[src/rtl/decoration_executor.sv]
// Opcode consumer for the haunted-prop controller: decodes 4-bit opcodes and
// drives power, lamp colour, timed sounds and timed movement/fog effects.
module decoration_executor #(
  parameter int SOUND_CYCLES  = 8,
  parameter int EFFECT_CYCLES = 6,
  parameter int WAVE_HALF     = 2
) (
  input  logic       clk,
  input  logic       rst,
  input  logic       op_valid,
  input  logic [3:0] op_code,
  output logic       op_ready,
  output logic       power,
  output logic [1:0] color,
  output logic [1:0] sound,
  output logic       sound_active,
  output logic       arm,
  output logic       jaw,
  output logic       fog,
  output logic       illegal,
  output logic [7:0] op_count
);

  localparam int SW = $clog2(SOUND_CYCLES + 1);
  localparam int EW = $clog2(EFFECT_CYCLES);
  localparam int WW = $clog2(WAVE_HALF + 1);
  localparam logic [SW-1:0] SND_LOAD  = SW'(SOUND_CYCLES - 1);
  localparam logic [EW-1:0] EFF_LOAD  = EW'(EFFECT_CYCLES - 1);
  localparam logic [WW-1:0] WAVE_LOAD = WW'(WAVE_HALF - 1);

  localparam logic [3:0] OP_ON    = 4'b0000;
  localparam logic [3:0] OP_RESET = 4'b0001;
  localparam logic [3:0] OP_WAVE  = 4'b1100;
  localparam logic [3:0] OP_JAW   = 4'b1101;
  localparam logic [3:0] OP_FOG   = 4'b1110;

  localparam logic [1:0] K_WAVE = 2'b00;
  localparam logic [1:0] K_JAW  = 2'b01;

  typedef enum logic [1:0] {OFF, IDLE, EFFECT} state_t;
  state_t state, state_nxt;

  logic          accept, acc_off, acc_idle, eff_last, counted;
  logic          is_color, is_sound, is_move, legal;
  logic [EW-1:0] eff_cnt;
  logic [SW-1:0] snd_cnt;
  logic [WW-1:0] wave_cnt;
  logic [1:0]    eff_kind;

  always_comb begin
    is_color = 1'b0;
    is_sound = 1'b0;
    is_move  = 1'b0;
    unique case (op_code[3:2])
      2'b01:   is_color = (op_code[1:0] != 2'b11);
      2'b10:   is_sound = (op_code[1:0] != 2'b11);
      2'b11:   is_move  = (op_code[1:0] != 2'b11);
      default: ;
    endcase
    legal = is_color | is_sound | is_move | (op_code == OP_ON) | (op_code == OP_RESET);
  end

  // Upstream stalls only while a movement effect is running.
  assign op_ready = (state != EFFECT);
  assign accept   = op_valid & op_ready;
  assign acc_off  = accept && (state == OFF);
  assign acc_idle = accept && (state == IDLE);
  assign eff_last = (state == EFFECT) && (eff_cnt == '0);
  assign counted  = (acc_off && op_code == OP_ON) ||
                    (acc_idle && legal && op_code != OP_RESET);

  always_ff @(posedge clk or negedge rst) begin
    if (!rst) state <= OFF;
    else      state <= state_nxt;
  end

  always_comb begin
    state_nxt = state;
    unique case (state)
      OFF:    if (acc_off && op_code == OP_ON) state_nxt = IDLE;
      IDLE: begin
        if (acc_idle && op_code == OP_RESET) state_nxt = OFF;
        else if (acc_idle && is_move)        state_nxt = EFFECT;
      end
      EFFECT: if (eff_last) state_nxt = IDLE;
      default: state_nxt = OFF;
    endcase
  end

  always_ff @(posedge clk or negedge rst) begin
    if (!rst) begin
      power    <= 1'b0;
      color    <= 2'b00;
      illegal  <= 1'b0;
      op_count <= 8'd0;
    end else begin
      illegal <= acc_idle && !legal;
      if (acc_off && op_code == OP_ON) power <= 1'b1;
      if (acc_idle && op_code == OP_RESET) begin
        power    <= 1'b0;
        color    <= 2'b00;
        op_count <= 8'd0;
      end else begin
        if (counted && op_count != 8'hFF) op_count <= op_count + 8'd1;
        if (acc_idle && is_color)         color    <= op_code[1:0] + 2'd1;
      end
    end
  end

  // A new sound takes priority over expiry on the same edge, restarting the timer.
  always_ff @(posedge clk or negedge rst) begin
    if (!rst) begin
      sound        <= 2'b00;
      sound_active <= 1'b0;
      snd_cnt      <= '0;
    end else if (acc_idle && is_sound) begin
      sound        <= op_code[1:0] + 2'd1;
      sound_active <= 1'b1;
      snd_cnt      <= SND_LOAD;
    end else if (acc_idle && op_code == OP_RESET) begin
      sound        <= 2'b00;
      sound_active <= 1'b0;
      snd_cnt      <= '0;
    end else if (sound_active) begin
      if (snd_cnt == '0) begin
        sound        <= 2'b00;
        sound_active <= 1'b0;
      end else begin
        snd_cnt <= snd_cnt - 1'b1;
      end
    end
  end

  always_ff @(posedge clk or negedge rst) begin
    if (!rst) begin
      eff_cnt  <= '0;
      eff_kind <= 2'b00;
      wave_cnt <= '0;
      arm      <= 1'b0;
      jaw      <= 1'b0;
      fog      <= 1'b0;
    end else if (acc_idle && is_move) begin
      eff_cnt  <= EFF_LOAD;
      eff_kind <= op_code[1:0];
      wave_cnt <= WAVE_LOAD;
      arm      <= (op_code == OP_WAVE);
      jaw      <= (op_code == OP_JAW);
      fog      <= (op_code == OP_FOG);
    end else if (eff_last) begin
      arm <= 1'b0;
      jaw <= 1'b0;
      fog <= 1'b0;
    end else if (state == EFFECT) begin
      eff_cnt <= eff_cnt - 1'b1;
      if (eff_kind == K_WAVE) begin
        if (wave_cnt == '0) begin
          arm      <= ~arm;
          wave_cnt <= WAVE_LOAD;
        end else begin
          wave_cnt <= wave_cnt - 1'b1;
        end
      end
      if (eff_kind == K_JAW) jaw <= ~jaw;
    end
  end

endmodule

[config.mk]
export PLATFORM = sky130hd
export DESIGN_NAME = decoration_executor
export DESIGN_NICKNAME = d
export VERILOG_FILES = /design/src/rtl/decoration_executor.sv
export SDC_FILE = /design/constraint.sdc
export NUM_CORES = 1
export LEC_CHECK = 0
export CELL_PAD_IN_SITES_DETAIL_PLACEMENT = 1
export CELL_PAD_IN_SITES_GLOBAL_PLACEMENT = 2
export CORE_MARGIN = 5
export CORE_UTILIZATION = 37
export CTS_BUF_LIST = sky130_fd_sc_hd__clkbuf_2 sky130_fd_sc_hd__clkbuf_4 sky130_fd_sc_hd__clkbuf_8
export DETAILED_ROUTE_END_ITERATION = 6
export PLACE_DENSITY_LB_ADDON = 0.1
export REMOVE_ABC_BUFFERS = 1
export SLEW_MARGIN = 20
export SYNTH_ARGS = -nofsm -noshare
export SYNTH_HDL_FRONTEND = slang
export SYNTH_SLANG_ARGS = --single-unit
export TNS_END_PERCENT = 20
[constraint.sdc]
create_clock -name clk -period 4 [get_ports clk]
set_clock_uncertainty 0.1 [all_clocks]
set_input_delay 1.2 -clock clk [delete_from_list [all_inputs] [get_ports clk]]
set_output_delay 1.2 -clock clk [all_outputs]
set_load 0.01 [all_outputs]
; ---- Word level (Yosys, flattened, before mapping)
; Index checks and enable logic that the tools add are counted.
[totals]
register_bits = 31
latchBits = 0
ram_bits = 0
romBits = 0
wordCells = 129
mem_count = 0
[op_classes]
n_addsub = 5
n_mul = 0
n_div = 0
magnitude_cmp = 0
n_eq_ne = 19
n_shift = 0
n_mux = 45
bitwise = 7
reduce_logical = 39
[op_table]
columns = op, count
row1 = two-way mux 2 bit, 15
row2 = two-way mux 1 bit, 20
row3 = nonzero test 3 bit, 6
row4 = two-way mux 4 bit, 4
row5 = two-way mux 8 bit, 2
row6 = equality test 4 bit (second input constant), 3
row7 = logical AND 1 bit, 12
row8 = nonzero test 2 bit, 6
row9 = two-way mux 3 bit, 3
row10 = AND reduction 3 bit, 3
row11 = adder 8 x 1 -> 8 bit (second input constant), 1
row12 = logical NOT 4 bit, 2
row13 = inequality test 8 bit (second input constant), 1
row14 = AND reduction 2 bit, 4
row15 = equality test 2 x 1 -> 1 bit (second input constant), 3
row16 = equality test 2 bit (second input constant), 3
row17 = logical NOT 2 bit, 3
row18 = inequality test 2 bit (second input constant), 3
row19 = case mux 2 bit (3 select lines), 1
row20 = equality test 4 x 1 -> 1 bit (second input constant), 1
row21 = inequality test 2 x 1 -> 1 bit (second input constant), 2
row22 = inequality test 4 x 1 -> 1 bit (second input constant), 1
row23 = OR 1 bit, 4
row24 = subtractor 4 x 1 -> 4 bit (second input constant), 1
row25 = 10 further kinds, 11

; ---- Depth between registers and ports, before layout
[logic_depth]
word_depth = 12
depth_mapped = 8

; ---- Worst setup path before layout
; Ideal clock, no wire load.
[synth_timing]
path_type = input -> register
startpoint = input port op_code[0]
endpoint = register op_count[5]
setup_time_ps = 78
t_arrival_ps = 2548
required_ps = 3822
path_slack_ps = 1274
cell_stages = 8
n_path_buf = 1
cell_sequence = inv_1 -> ha_1 -> or3_1 -> and4_1 -> o22ai_2 -> buf_4 -> o21ai_1 -> a21oi_1
[synth_between]
elab_chain_len = 11
[synth_lines]
columns = element, line
row1 = "start, declared", 11  ; input logic [3:0] op_code,
row2 = inequality test 2 bit, "55, 56, 57"
row3 = two-way mux 1 bit, 54  ; unique case (op_code[3:2])
row4 = OR 1 bit (4 in series), 60  ; legal = is_color | is_sound | is_move | (op_code == OP_ON) | (op_code == OP_RESET);
row5 = logical AND 1 bit (2 in series), 70  ; (acc_idle && legal && op_code != OP_RESET);
row6 = logical OR 1 bit, 69  ; assign counted = (acc_off && op_code == OP_ON) ||
row7 = logical AND 1 bit, 104  ; if (counted && op_count != 8'hFF) op_count <= op_count + 8'd1;
row8 = nonzero test 2 bit (no source line), --
row9 = "end signal, assigned", 104
row10 = "end, declared", 21  ; output logic [7:0] op_count
; Several ways; a longest one is shown, not always the timed one.
; A chain may end at the register's enable or synchronous reset.

; ---- Worst setup path after layout
; Ends and elaborated chain as after synthesis.

==> reports/results.ini <==
[status]
outcome = complete, no violations

[timing]
timing.hold.ws_ns = 0.402
worst_pin_slew_ns = 0.491
slew_headroom_pct = 67.2
rsz0062_at_grt = no
finalHoldViolations = 0
tns_ns = 0
maxSlewViolCount = 0
fmax_mhz = 297
period_share_pct = 84.2
setup_viol = 0
finalCriticalPeriod_ns = 3.37

[floorplan]
rows = 23
die_h_um = 75.4
dieArea_um2 = 5680
die_w_um = 75.4
ios = 26
core_area_um2 = 4090
start_util_pct = 38.7

[critical_path]
cp-end-kind = flip-flop
critPathLaunch = op_code[0]
crit_slowest_cell = clkdlybuf4s50_1
path_max_fanout = 12
crit_type = primary input to flip-flop
cp.arrival_ns = 3.46
timing.rr.start = state[1]$_DFFE_PN0P_
worst_ep_required_time_ns = 4.10
cpLargestDelayFamily = compound AO/OA/AOI/OAI gates
path_buf_inv = 2
path_cells = clkdlybuf4s50_1 -> inv_1 -> ha_1 -> or3_1 -> and4_1 -> o22ai_2 -> o21ai_1 -> a21oi_1
max_stage_delay_ns = 0.53
startpoint_type = primary input

[power]
p_int_mw = 0.825
combPwrFrac_pct = 38.1
p_clk_share_pct = 19.2
pwr_density_cell_nw_per_um2 = 645
irDropWorstVdd_v = 0.000291
p_leak_nw = 0.882
p_seq_share_pct = 42.7
p_switching_mw = 0.447
switching_share_pct = 35.1

[route]
antenna_left = 0
dr.pass1.iters = 4
vias = 1303
drc = 0
routed_wl_um = 3820
drt-initial-drc-count = 26
vias_per_cell = 5.34
wl_per_cell_um = 15.7

[clocking]
cts-hold-fix-buffers = 0
cts_tree = done
clk_latency_ns = 0.27
cts.htree.levels = 2
clock_path_buffers = 2
clk_pin_slew_worst_paths_ns = 0.07
root_buffer = clkbuf_8
post_cts_buffers = 0
clock-sinks = 31
numCtsBuffers = 5
cts_resized = 0

[yosys]
ys_types = 39
syn_area_per_cell_um2 = 9.64
synth_edf_count = 0
synth_top_cells_by_count = 31 x dfrtp_1, 15 x nor2_1, 14 x o21ai_0
ys.flop_type = dfrtp_1
ys_seq_area_share_pct = 49.1
synth_top_area_share_pct = 49.1
ys_seq_elements = 31
ys_async_sr_fraction_pct = 100
yosys-top-cells-area = dfrtp_1 49%, ha_1 6.3%, o21ai_0 4.4%
ys_warn_count = 0
yosys.area.top_type = dfrtp_1
synthCells = 164
syn_area_um2 = 1580
yosysMostFrequentCell = dfrtp_1

[final_layout]
stdcell_count = 244
fin_nets = 208
drive_above_1_share_pct = 6.19
fin_area_um2 = 1970
area.growth.synth_to_final_pct = 24.7
num_antenna_cells = 0
fillers = 464

[global_routing]
grt_pass1_wl_um = 6780
grt_max_degree = 32
globalRouteOverflowTotal = 0
track_usage_pct = 15.4
antenna_found_initial = 0
grt_pass1_vias = 1476

[run]
drv_cap = 0

[placement]
gp_congestion = 0.743
hpwl_um = 2890
portBuffers = 25
place_area_um2 = 1880
place_inst = 236

[worst_hold_path]
hp-class = flip-flop to flip-flop
holdCritStartpoint = fog$_DFFE_PN0N_

-- power by group through the flow --
stage          logic, mW  clock network (mW)  registers [mW]
3_5_place_dp       0.490                   0           0.550
6_report           0.485               0.244           0.544
3_3_place_gp       0.467                   0           0.538
5_1_grt            0.550               0.266           0.564
4_1_cts            0.498               0.253           0.545
2_1_floorplan      0.243                   0           0.554
-- layout make-up --
class / count / area [um^2] / area share (%)
clock inverter: 1 / 5.00 / 0.254
sequential: 31 / 776 / 39.3
timing repair buffer: 26 / 258 / 13.1
clock buffer: 7 / 83.8 / 4.25
inverter: 13 / 48.8 / 2.47
tap: 50 / 62.6 / 3.17
multi-input combinational: 116 / 738 / 37.4
-- metrics by stage --
stage	power [mW]	worst slack, ns	util [%]
2_1_floorplan	0.797	1.19	-
3_3_place_gp	1.00	0.460	46.1
3_5_place_dp	1.04	0.335	46.1
4_1_cts	1.30	0.623	48.3
5_1_grt	1.38	0.474	48.3
6_report	1.27	0.631	48.3
-- layout by cell type, fill, tap and decap left out, drive strengths merged, types with 2 or more instances in the layout --
master,count
o31ai,4
and3,4
a22oi,2
nor2,15
o211ai,2
o21ai,15
nor4,2
clkdlybuf4s50,25
or3,5
ha,8
nor3b,2
nand2b,3
a21oi,9
nand2,9
or4,2
xnor2,3
nor3,2
and4,2
clkbuf,7
dfrtp,31
inv,13
nand3,9
mux2i,2
a31oi,2
-- registers in the layout, summed over array words and instances (netlist names) --
| name | count |
|---|---|
| op_count | 8 |
| color | 2 |
| snd_cnt | 4 |
| eff_kind | 2 |
| fog | 1 |
| power | 1 |
| wave_cnt | 2 |
| arm | 1 |
| sound | 2 |
| jaw | 1 |
| sound_active | 1 |
| illegal | 1 |
| state | 2 |
| eff_cnt | 3 |
-- cell families (layout without fill, tap and decap cells) --
group,after synthesis,after routing,synth area share (%)
AOI/OAI and AO/OA,41,41,16.2
adders and majority gates,8,8,6.33
muxes,2,2,1.27
and+or+nand+nor,61,61,20.6
xor gates and xnor gates,4,4,2.22
buffers and inverters,17,47,4.27
DFF,31,31,49.1
-- path summary, 6_finish.rpt --
path / depth (start not counted) / slack [ns] / end
worst max-delay path: 8 / 0.63 / op_count[5]$_DFFE_PN0P_
max in group asynchronous: 2 / 2.28 / eff_kind[1]$_DFFE_PN0P_
worst min-delay path: 1 / 0.40 / fog$_DFFE_PN0N_
min in group asynchronous: 2 / 1.23 / op_count[4]$_DFFE_PN0P_
worst max register to register: 5 / 2.07 / op_count[7]$_DFFE_PN0P_
worst min register to register: 1 / 0.40 / fog$_DFFE_PN0N_
-- metal layers --
| layer | share of wire, % | up-vias | global-route usage, % | wire length (um) |
|---|---|---|---|---|
| met1 | 45 | 638 | 19.0 | 1710 |
| met5 | 0 | - | 0 | 0 |
| met2 | 51 | 20 | 27.1 | 1930 |
| li1 | - | 640 | - | - |
| met3 | 3.5 | 5 | 2.77 | 133 |
| met4 | 1.2 | 0 | 5.24 | 44 |
Power figures use the tool's default switching activity.
